[config.mk]
export PLATFORM = sky130hd
export DESIGN_NAME = data_l1_cache
export DESIGN_NICKNAME = d
export VERILOG_FILES = /design/src/rtl/data_l1_cache.sv
export SDC_FILE = /design/constraint.sdc
export NUM_CORES = 1
export LEC_CHECK = 0
export ABC_AREA = 1
export CAP_MARGIN = 20
export CORE_MARGIN = 2
export CORE_UTILIZATION = 40
export CTS_CLUSTER_SIZE = 28
export DETAILED_ROUTE_END_ITERATION = 8
export GPL_TIMING_DRIVEN = 0
export PLACE_DENSITY = 0.6
export SYNTH_ARGS = -nofsm -noshare
export SYNTH_HDL_FRONTEND = slang
export SYNTH_SLANG_ARGS = --single-unit
export TNS_END_PERCENT = 30
[constraint.sdc]
create_clock -name clk -period 3.94 [get_ports clk]
set_clock_uncertainty 0.2 [all_clocks]
set_input_delay 1.182 -clock clk [delete_from_list [all_inputs] [get_ports clk]]
set_output_delay 1.182 -clock clk [all_outputs]
set_load 0.01 [all_outputs]
[src/rtl/data_l1_cache.sv]
// Direct-mapped write-allocate L1 data cache, one word per line, with independent read/write ports.
// Latency: 1 cycle, all outputs registered; no backpressure (always accepts, a read miss returns zero).
module data_l1_cache #(
  parameter int ADDR_W  = 16,
  parameter int DATA_W  = 16,
  parameter int INDEX_W = 4
) (
  input  logic              clk,
  input  logic              rst_n,
  input  logic [ADDR_W-1:0] WriteAddress_Full,
  input  logic [DATA_W-1:0] WriteValue,
  input  logic [ADDR_W-1:0] ReadAddress_Full,
  output logic [DATA_W-1:0] ReadValue,
  output logic              WriteHit,
  output logic              ReadHit,
  input  logic              write,
  input  logic              read
);

  localparam int TAG_W = ADDR_W - INDEX_W;
  localparam int LINES = 1 << INDEX_W;

  typedef struct packed {
    logic [TAG_W-1:0]  tag;
    logic [DATA_W-1:0] data;
  } lineT;

  logic [LINES-1:0] lineValid;
  lineT             lines [LINES];

  logic [INDEX_W-1:0] writeIndex, readIndex;
  logic [TAG_W-1:0]   writeTag, readTag;
  logic               writeMatch, readMatch;

  assign writeIndex = WriteAddress_Full[INDEX_W-1:0];
  assign writeTag   = WriteAddress_Full[ADDR_W-1:INDEX_W];
  assign readIndex  = ReadAddress_Full[INDEX_W-1:0];
  assign readTag    = ReadAddress_Full[ADDR_W-1:INDEX_W];

  // The valid bit gates both compares so never-written lines cannot produce an X hit.
  assign writeMatch = lineValid[writeIndex] && (lines[writeIndex].tag == writeTag);
  assign readMatch  = lineValid[readIndex] && (lines[readIndex].tag == readTag);

  always_ff @(posedge clk or negedge rst_n) begin
    if (!rst_n) begin
      lineValid <= '0;
      ReadValue <= '0;
      ReadHit   <= 1'b0;
      WriteHit  <= 1'b0;
    end else begin
      WriteHit <= write && writeMatch;
      if (write) begin
        lineValid[writeIndex] <= 1'b1;
      end
      ReadHit <= read && readMatch;
      if (read) begin
        ReadValue <= readMatch ? lines[readIndex].data : '0;
      end
    end
  end

  // Tag/data storage needs no reset; a stale entry is harmless once its valid bit is clear.
  always_ff @(posedge clk) begin
    if (write) begin
      lines[writeIndex] <= '{tag: writeTag, data: WriteValue};
    end
  end

endmodule

==> results of run 1 <==
## power groups by stage
stage          Sequential (W)  Clock, W  Combinational (W)
6_report              0.00574   0.00502            0.00103
5_1_grt               0.00574   0.00525            0.00109
4_1_cts               0.00573   0.00505            0.00100
3_5_place_dp          0.00584         0           0.000990
3_3_place_gp          0.00584         0           0.000949
2_1_floorplan         0.00583         0           0.000514
## cells in the mapped netlist (all sizes together) (3+ instances only)
cell / instances
o22ai: 26
o21ai: 164
dfrtp: 34
clkbuf: 38
or2: 7
inv: 145
a32o: 4
a221oi: 56
a21oi: 132
nor2: 103
a22oi: 34
o221ai: 3
nand3: 142
edfxtp: 448
o211ai: 25
nand2: 485
nor3: 3
buf: 86
## per-stage QoR
stage	total power, W	utilization, %	hold WS, ns	setup slack [ns]	setup TNS (ns)
after CTS	0.01178	47.98	0.1282	0.1474	0
final	0.01178	47.98	0.1508	0.06244	0
after floorplan	0.006348	-	0.2389	0.2838	0
after detailed placement	0.006832	44.33	0.2661	-0.9307	-343.27
after global placement	0.006794	43.35	0.2541	-3.033	-1260.97
after global routing	0.01208	47.98	0.1423	0.02469	0
## layout make-up
type                            count  area (µm²)
Multi-Input combinational cell   1191        5841
Fill cell                        4726       27340
Sequential cell                   482       14300
Clock buffer                       57        1277
Timing Repair Buffer               93        1244
Inverter                          146       548.0
Tap cell                          688       860.8
Clock inverter                     37       444.2
Buffer                            124       693.2
## path summary, 6_finish.rpt
check / from / to / depth (start not counted)
max: WriteAddress_Full[2] / lines[7][11]$_DFFE_PP_ / 7
max in group asynchronous: rst_n / lineValid[3]$_DFFE_PN0P_ / 2
min in group clk: ReadValue[11]$_DFFE_PN0P_ / ReadValue[11]$_DFFE_PN0P_ / 2
min: rst_n / ReadValue[0]$_DFFE_PN0P_ / 1
max reg2reg: lineValid[9]$_DFFE_PN0P_ / ReadValue[13]$_DFFE_PN0P_ / 12
min reg2reg: ReadValue[11]$_DFFE_PN0P_ / ReadValue[11]$_DFFE_PN0P_ / 2
## worst max-delay path, cell delays in order
cell and delay [ns]:
sky130_fd_sc_hd__clkdlybuf4s50_1 0.51, sky130_fd_sc_hd__inv_1 0.05, sky130_fd_sc_hd__nor2_1 0.46, sky130_fd_sc_hd__clkbuf_2 0.47, sky130_fd_sc_hd__nand2_1 0.38, sky130_fd_sc_hd__nor2_4 0.66
sky130_fd_sc_hd__buf_16 0.26
## registers in the layout (all words and copies together), names as in the netlist
register,flops
lineValid,16
ReadValue,16
lines,448
ReadHit,1
WriteHit,1
## per-layer routing
metal / up-vias / part of all wire [%]
met2: 1094 / 46
met4: 0 / 5.5
met3: 242 / 10
met1: 7947 / 39
met5: - / 0
li1: 7197 / -
## kinds of logic after synthesis
logic type,count (synthesis)
compound gates,447
xor+xnor,1
buf+inv,270
flops,482
simple gates,743
## what timing repair did
| action | in CTS | in global routing |
|---|---|---|
| endpoints found under the hold margin | 0 | 0 |
| gates resized for setup | 4 | 0 |
| setup buffers | 10 | 0 |
| setup endpoints to repair | 391 | 0 |
| hold buffers | 0 | 0 |
==> impl_results.md, run 1 <==
* Power density over the cells at roughly 470 mW/mm²
* Tightest slew margin relative to the limit at a little under a quarter
* Number of antenna violations at the first check in global routing at 0
* Gate count after technology mapping at approximately 2,000
* Clock network fraction of total power at 42.6%
* GRT Residual Overflow at 0
* Switching power share of the total at ~25%
* Most frequent cells in the layout: 485 x sky130_fd_sc_hd__nand2_1, 448 x sky130_fd_sc_hd__edfxtp_1, 153 x sky130_fd_sc_hd__o21ai_0, 142 x sky130_fd_sc_hd__inv_1, 141 x sky130_fd_sc_hd__nand3_1
* Leading area contributor after synthesis: sky130_fd_sc_hd__edfxtp_1
* Final estimated routing congestion in global placement at between 0.9 and 1
* Dpl hpwl at ~47,000 µm
* TritonCTS buffer count at 50
* Main combinational cell family by area after synthesis: simple AND/OR/NAND/NOR gates
* Final Cell Area at 0.02521 mm²
* Startpoint-to-endpoint class of the critical path: input port to register
* Die H at 234.5 µm
* Detailed-route wire length per cell at 26.21 µm
* Critical Path RT at a little over 4 ns
* Arrival time of the worst setup path at approximately 4.0 ns
* Level count of the clock H-tree at 2
* Grt peak-use layer: met2
* Average footprint of a synthesized cell at approximately 11 µm²
* Cell area after technology mapping at about 0.021 mm²
* Width of the chip at 234.5 µm
* Cell area reported after detailed placement at roughly 0.023 mm²
* Nets at 2,140
* Global-route wire length before repair at 106,500 µm
* GR Util met3 at 4.385%
* Top-area cell type share of the netlist area at between 60% and 70%
* Final period utilization at 98.42%
* Maximum clock rate at between 0.2 and 0.3 GHz
* Fraction of layout instances using a drive strength above 1 at 10.52%
* Pin count of the biggest net entering global routing at 33
* Total core area at roughly 0.053 mm²
* Iteration count of the initial detailed-routing pass at 6
* Crit path capture type: register
* Crit Path Max Fanout at 16
* Routing usage on met1 at 35.62%
* Distinct cell type count after synthesis at 35
* Setup violations, final at 0
* GR Layer Usage met2 at between 40% and 50%
* Port Buffer Count at 66
* Number of global-route vias before repair at between 15,000 and 20,000
* Buffer cell driving the clock tree root: sky130_fd_sc_hd__clkbuf_16
* Max cap viols at 0
* Placed insts at 2,714
* Share of power burned in registers at about 50%
* Worst Setup Start Kind: input port
* TritonCTS clock tree: done
* Remaining antenna violation count at 0
* Net count of the mapped netlist at 1,995
* Net Sw Power at around 0.0029 W
* Relative contribution of combinational cells to total power at under 10%
* Via count at between 15,000 and 20,000
* Cell internal power dissipation at 0.008883 W
* Proportion of synthesized chip area in sequential cells at 67.28%
* Minimum setup slack among reg-to-reg paths at around 1.5 ns
* Leakage dissipation at 9.421 nW
* Insertion delay to the later sink of the worst-skew pair at 0.64 ns
* Status: complete, no violations
* Count of placed standard cells in the final layout, fillers left out at between 2,000 and 3,000
* Count of state elements after synthesis at 482
* Mux share of post-synthesis cell area at 0%
* Area added between synthesis and finish at 18.59%
* Count of antenna diodes in the layout at 0
* Compound-gate portion of the synthesized area at approximately an eighth
* Standard-cell row count at 84
* Number of DRC markers after the initial detailed-route iteration at 2,141
* DRC errors left at 0
* Min Clock Period, post-route at around 3.9 ns
* Count of clock tree sinks at ~480
* Leading cell type in the layout, fill and taps excluded: sky130_fd_sc_hd__nand2_1
* Via-to-Cell Ratio at around 5.8
* EDFF count, synth at about 450
* Worst voltage drop across the vdd grid at 0.0004289 V
* Clock-pin slew on the worst setup and hold paths at around 0.060 ns
* Starting density of the core at approximately 40%
* Parity-gate share of the synthesized area counting xor and xnor cells at 0.04120%
* Type of the tightest min-delay check: input port to asynchronous set/reset pin
* Area enclosed by the die boundary at around 0.055 mm²
* Count of endpoints failing hold in the final timing report at 0
* Setup repair after global routing missed its margin: false
* Clock tree buffer depth at 3
* Largest cells by area after synthesis: sky130_fd_sc_hd__edfxtp_1 63%, sky130_fd_sc_hd__nand2_1 8.6%, sky130_fd_sc_hd__dfrtp_1 4.0%
* Dominant register cell in the synthesized netlist: sky130_fd_sc_hd__edfxtp_1
* Warning count from the yosys run at 0
* Post-Route WL at roughly 74,000 µm
* Simple-gate portion of the synthesized area at between 10% and 20%
* Top-level I/O count at 70
* Tightest Pin Transition at ~1.1 ns
* Global routing usage summed across all routing layers at 27.04%
* Fraction of the mapped netlist area in adder cells at 0%
* FFs w/ async S/R, synth at roughly 7.1%
* Final count of pins violating max slew at 0
(Power assumes the default switching activity.)
==> run 2: changes to the inputs <==
--- a/config.mk
+++ b/config.mk
@@ -7,7 +7,6 @@
 export LEC_CHECK = 0
 export ABC_AREA = 1
 export CAP_MARGIN = 20
-export CORE_MARGIN = 2
 export CORE_UTILIZATION = 40
 export CTS_CLUSTER_SIZE = 28
 export DETAILED_ROUTE_END_ITERATION = 8
==> run 2 against run 1 <==
Fmax is 0.90% lower. Highest routed layer is now met5. Cell count decreased by 0.11%. Critical path depth is 1 lower. Die area fell by 1.7%. Largest power group unchanged. Sequential cell count is the same. Routed wire length shrank 0.76%. Sequential share of layout area rose by 0.31 points.
==> impl_results.md, run 2 (same netlist as run 1, synthesis figures left out) <==
* Largest registers: lines x448, ReadValue x16, lineValid x16 (unchanged)
* Cell area reported after detailed placement at 0.02326 mm² (was 0.02330 mm²)
* Worst voltage drop across the vdd grid at 0.0004706 V (was 0.0004289 V)
* Level count of the clock H-tree at 2 (unchanged)
* Port Buffer Count at 66 (unchanged)
* Dpl hpwl at 46,870 µm (was 47,030 µm)
* Pin count of the biggest net entering global routing at 33 (unchanged)
* Global routing usage summed across all routing layers at 27.14% (was 27.04%)
* Multi-input gate area in the final layout at 0.005841 mm² (unchanged)
* Remaining antenna violation count at 0 (unchanged)
* Buffer cell driving the clock tree root: sky130_fd_sc_hd__clkbuf_16 (unchanged)
* Worst Setup Start Kind: input port (unchanged)
* Number of filler cells placed in the layout at 4,727 (was 4,726)
* Count of antenna diodes in the layout at 0 (unchanged)
* Starting density of the core at 40.46% (unchanged)
* Arrival time of the worst setup path at 4.01 ns (about the same)
* Final Cell Area at 0.02507 mm² (was 0.02521 mm²)
* Power density over the cells at 466.9 mW/mm² (was 467.2 mW/mm²)
* Area added between synthesis and finish at 17.93% (was 18.59%)
* DRC errors left at 0 (unchanged)
* Die H at 232.5 µm (was 234.5 µm)
* Critical Path RT at 4.04 ns (was 4.07 ns)
* Number of global-route vias before repair at 15,878 (was 16,081)
* Count of endpoints failing hold in the final timing report at 0 (unchanged)
* Endpoint of the most critical register-to-register path: ReadValue[12]$_DFFE_PN0P_ (was ReadValue[13]$_DFFE_PN0P_)
* Number of antenna violations at the first check in global routing at 1 (was 0)
* Count of clock tree sinks at 482 (unchanged)
* Logic depth of the worst register-to-register path at 12 (unchanged)
* Area enclosed by the die boundary at 0.05408 mm² (was 0.05501 mm²)
* Tightest Pin Transition at 1.083 ns (was 1.141 ns)
* Count of placed standard cells in the final layout, fillers left out at 2,815 (was 2,818)
* Post-Route WL at 73,290 µm (was 73,850 µm)
* Final count of pins violating max slew at 0 (unchanged)
* Minimum setup slack among reg-to-reg paths at 1.54 ns (was 1.46 ns)
* Number of DRC markers after the initial detailed-route iteration at 2,406 (was 2,141)
* Tightest slew margin relative to the limit at 27.83% (was 23.92%)
* Max cap viols at 0 (unchanged)
* Placed insts at 2,714 (unchanged)
* GRT Residual Overflow at 0 (unchanged)
* Detailed-route wire length per cell at 26.03 µm (was 26.21 µm)
* Crit Path Max Fanout at 19 (was 16)
* Standard-cell row count at 84 (unchanged)
* Crit path capture type: register (unchanged)
* Setup repair after global routing missed its margin: false (unchanged)
* Flip-flop count of the largest register, all copies and words added at 448 (unchanged)
* Top-level I/O count at 70 (unchanged)
* Via count at 16,669 (was 16,480)
* Min Clock Period, post-route at 3.913 ns (was 3.878 ns)
* Insertion delay to the later sink of the worst-skew pair at 0.62 ns (was 0.64 ns)
* Total negative slack for setup checks at 0 ns (unchanged)
* Leading cell type in the layout, fill and taps excluded: sky130_fd_sc_hd__nand2_1 (unchanged)
* CTS hold repair buffers at 0 (unchanged)
* Status: complete, no violations (unchanged)
* Width of the chip at 232.5 µm (was 234.5 µm)
* Largest register by flop count: lines (unchanged)
* Clock-pin slew on the worst setup and hold paths at 0.06 ns (about the same)
* Via-to-Cell Ratio at 5.921 (was 5.848)
* Source of the worst register-to-register timing path: lines[14][16]$_DFFE_PP_ (was lineValid[9]$_DFFE_PN0P_)
* TritonCTS clock tree: done (unchanged)
* Nets at 2,137 (was 2,140)
* Iteration count of the initial detailed-routing pass at 8 (was 6)
* Setup violations, final at 0 (unchanged)
* Leakage dissipation at 9.362 nW (was 9.421 nW)
* Final period utilization at 99.31% (was 98.42%)
* Final estimated routing congestion in global placement at 0.9130 (was 0.9268)
* Global-route wire length before repair at 105,100 µm (was 106,500 µm)
* Fraction of layout instances using a drive strength above 1 at 10.11% (was 10.52%)
* Total core area at 0.05255 mm² (unchanged)
* Startpoint-to-endpoint class of the critical path: input port to register (unchanged)
* TritonCTS buffer count at 50 (unchanged)
* Clock tree buffer depth at 3 (unchanged)
* Type of the tightest min-delay check: input port to asynchronous set/reset pin (unchanged)
* Post-layout power at 0.01171 W (was 0.01178 W)
* Total area of sequential cells at 0.01430 mm² (unchanged)
* Maximum clock rate at 0.2556 GHz (was 0.2579 GHz)
* Most frequent cells in the layout: 485 x sky130_fd_sc_hd__nand2_1, 448 x sky130_fd_sc_hd__edfxtp_1, 153 x sky130_fd_sc_hd__o21ai_0, 142 x sky130_fd_sc_hd__inv_1, 141 x sky130_fd_sc_hd__nand3_1 (unchanged)
[run 2: cell types whose count changed in the layout (fill, tap and decap cells not counted), sizes merged]
cell      previous run  this run
inv                149       145
clkinv              23        20
buf                114       111
clkbuf              95       104
bufinv               8         7
clkinvlp             3         2
[run 2: power by group]
group          switching (W)  total, W  internal, W
combinational       0.000728   0.00102     0.000291
sequential         0.0000327   0.00573      0.00570
clock                0.00205   0.00495      0.00290
total                0.00281    0.0117      0.00889
[run 2: critical path, stage by stage]
cell and delay (ns):
sky130_fd_sc_hd__clkdlybuf4s50_1 0.50, sky130_fd_sc_hd__nor2_1 0.40, sky130_fd_sc_hd__clkinv_1 0.56, sky130_fd_sc_hd__buf_2 0.42, sky130_fd_sc_hd__nor2_4 0.64, sky130_fd_sc_hd__buf_12 0.28
[run 2: how the worst max path moves through the flow]
| stage | start | endpoint | slack [ns] | depth (start not counted) |
|---|---|---|---|---|
| global route | WriteAddress_Full[1] | lines[8][6]$_DFFE_PP_ | 0.05 | 6 |
| CTS | WriteAddress_Full[3] | lines[8][6]$_DFFE_PP_ | 0.14 | 7 |
| finish | WriteAddress_Full[1] | lines[12][3]$_DFFE_PP_ | 0.03 | 6 |
| detailed placement | WriteAddress_Full[2] | lines[5][14]$_DFFE_PP_ | -1.07 | 7 |
| floorplan | WriteAddress_Full[2] | lines[6][0]$_DFFE_PP_ | 0.28 | 5 |
| global placement | WriteAddress_Full[2] | lines[13][14]$_DFFE_PP_ | -3.17 | 6 |
[run 2: routing by layer]
layer / up-vias / wire length, µm / GRT usage, % / share of wire [%]
li1: 7181 / - / - / -
met1: 8082 / 27970 / 35.20 / 38
met2: 1172 / 33560 / 43.14 / 46
met3: 232 / 7883 / 5.662 / 11
met4: 2 / 3857 / 13.50 / 5.3
met5: - / 17 / 0 / 0.023
[run 2: per-stage QoR]
step	setup slack [ns]	hold WS (ns)	util [%]
after floorplan	0.2838	0.2389	-
after global placement	-3.165	0.2546	43.35
after detailed placement	-1.067	0.2620	44.26
after CTS	0.1392	0.1487	47.71
after global routing	0.04628	0.1533	47.71
final	0.02730	0.1703	47.71
[run 2: timing repair]
item | in CTS | in global routing
endpoints found under the setup margin | 378 | 0
resized for setup | 4 | 0
buffers inserted | 7 | 0
[run 2: area by class of cell]
| type | instances | area share (%) |
|---|---|---|
| Sequential cell | 482 | 57.05 |
| Multi-Input combinational cell | 1191 | 23.29 |
| Clock buffer | 66 | 5.434 |
| Timing Repair Buffer | 90 | 4.471 |
| Tap cell | 688 | 3.433 |
| Buffer | 124 | 2.765 |
| Inverter | 146 | 2.186 |
| Clock inverter | 28 | 1.367 |
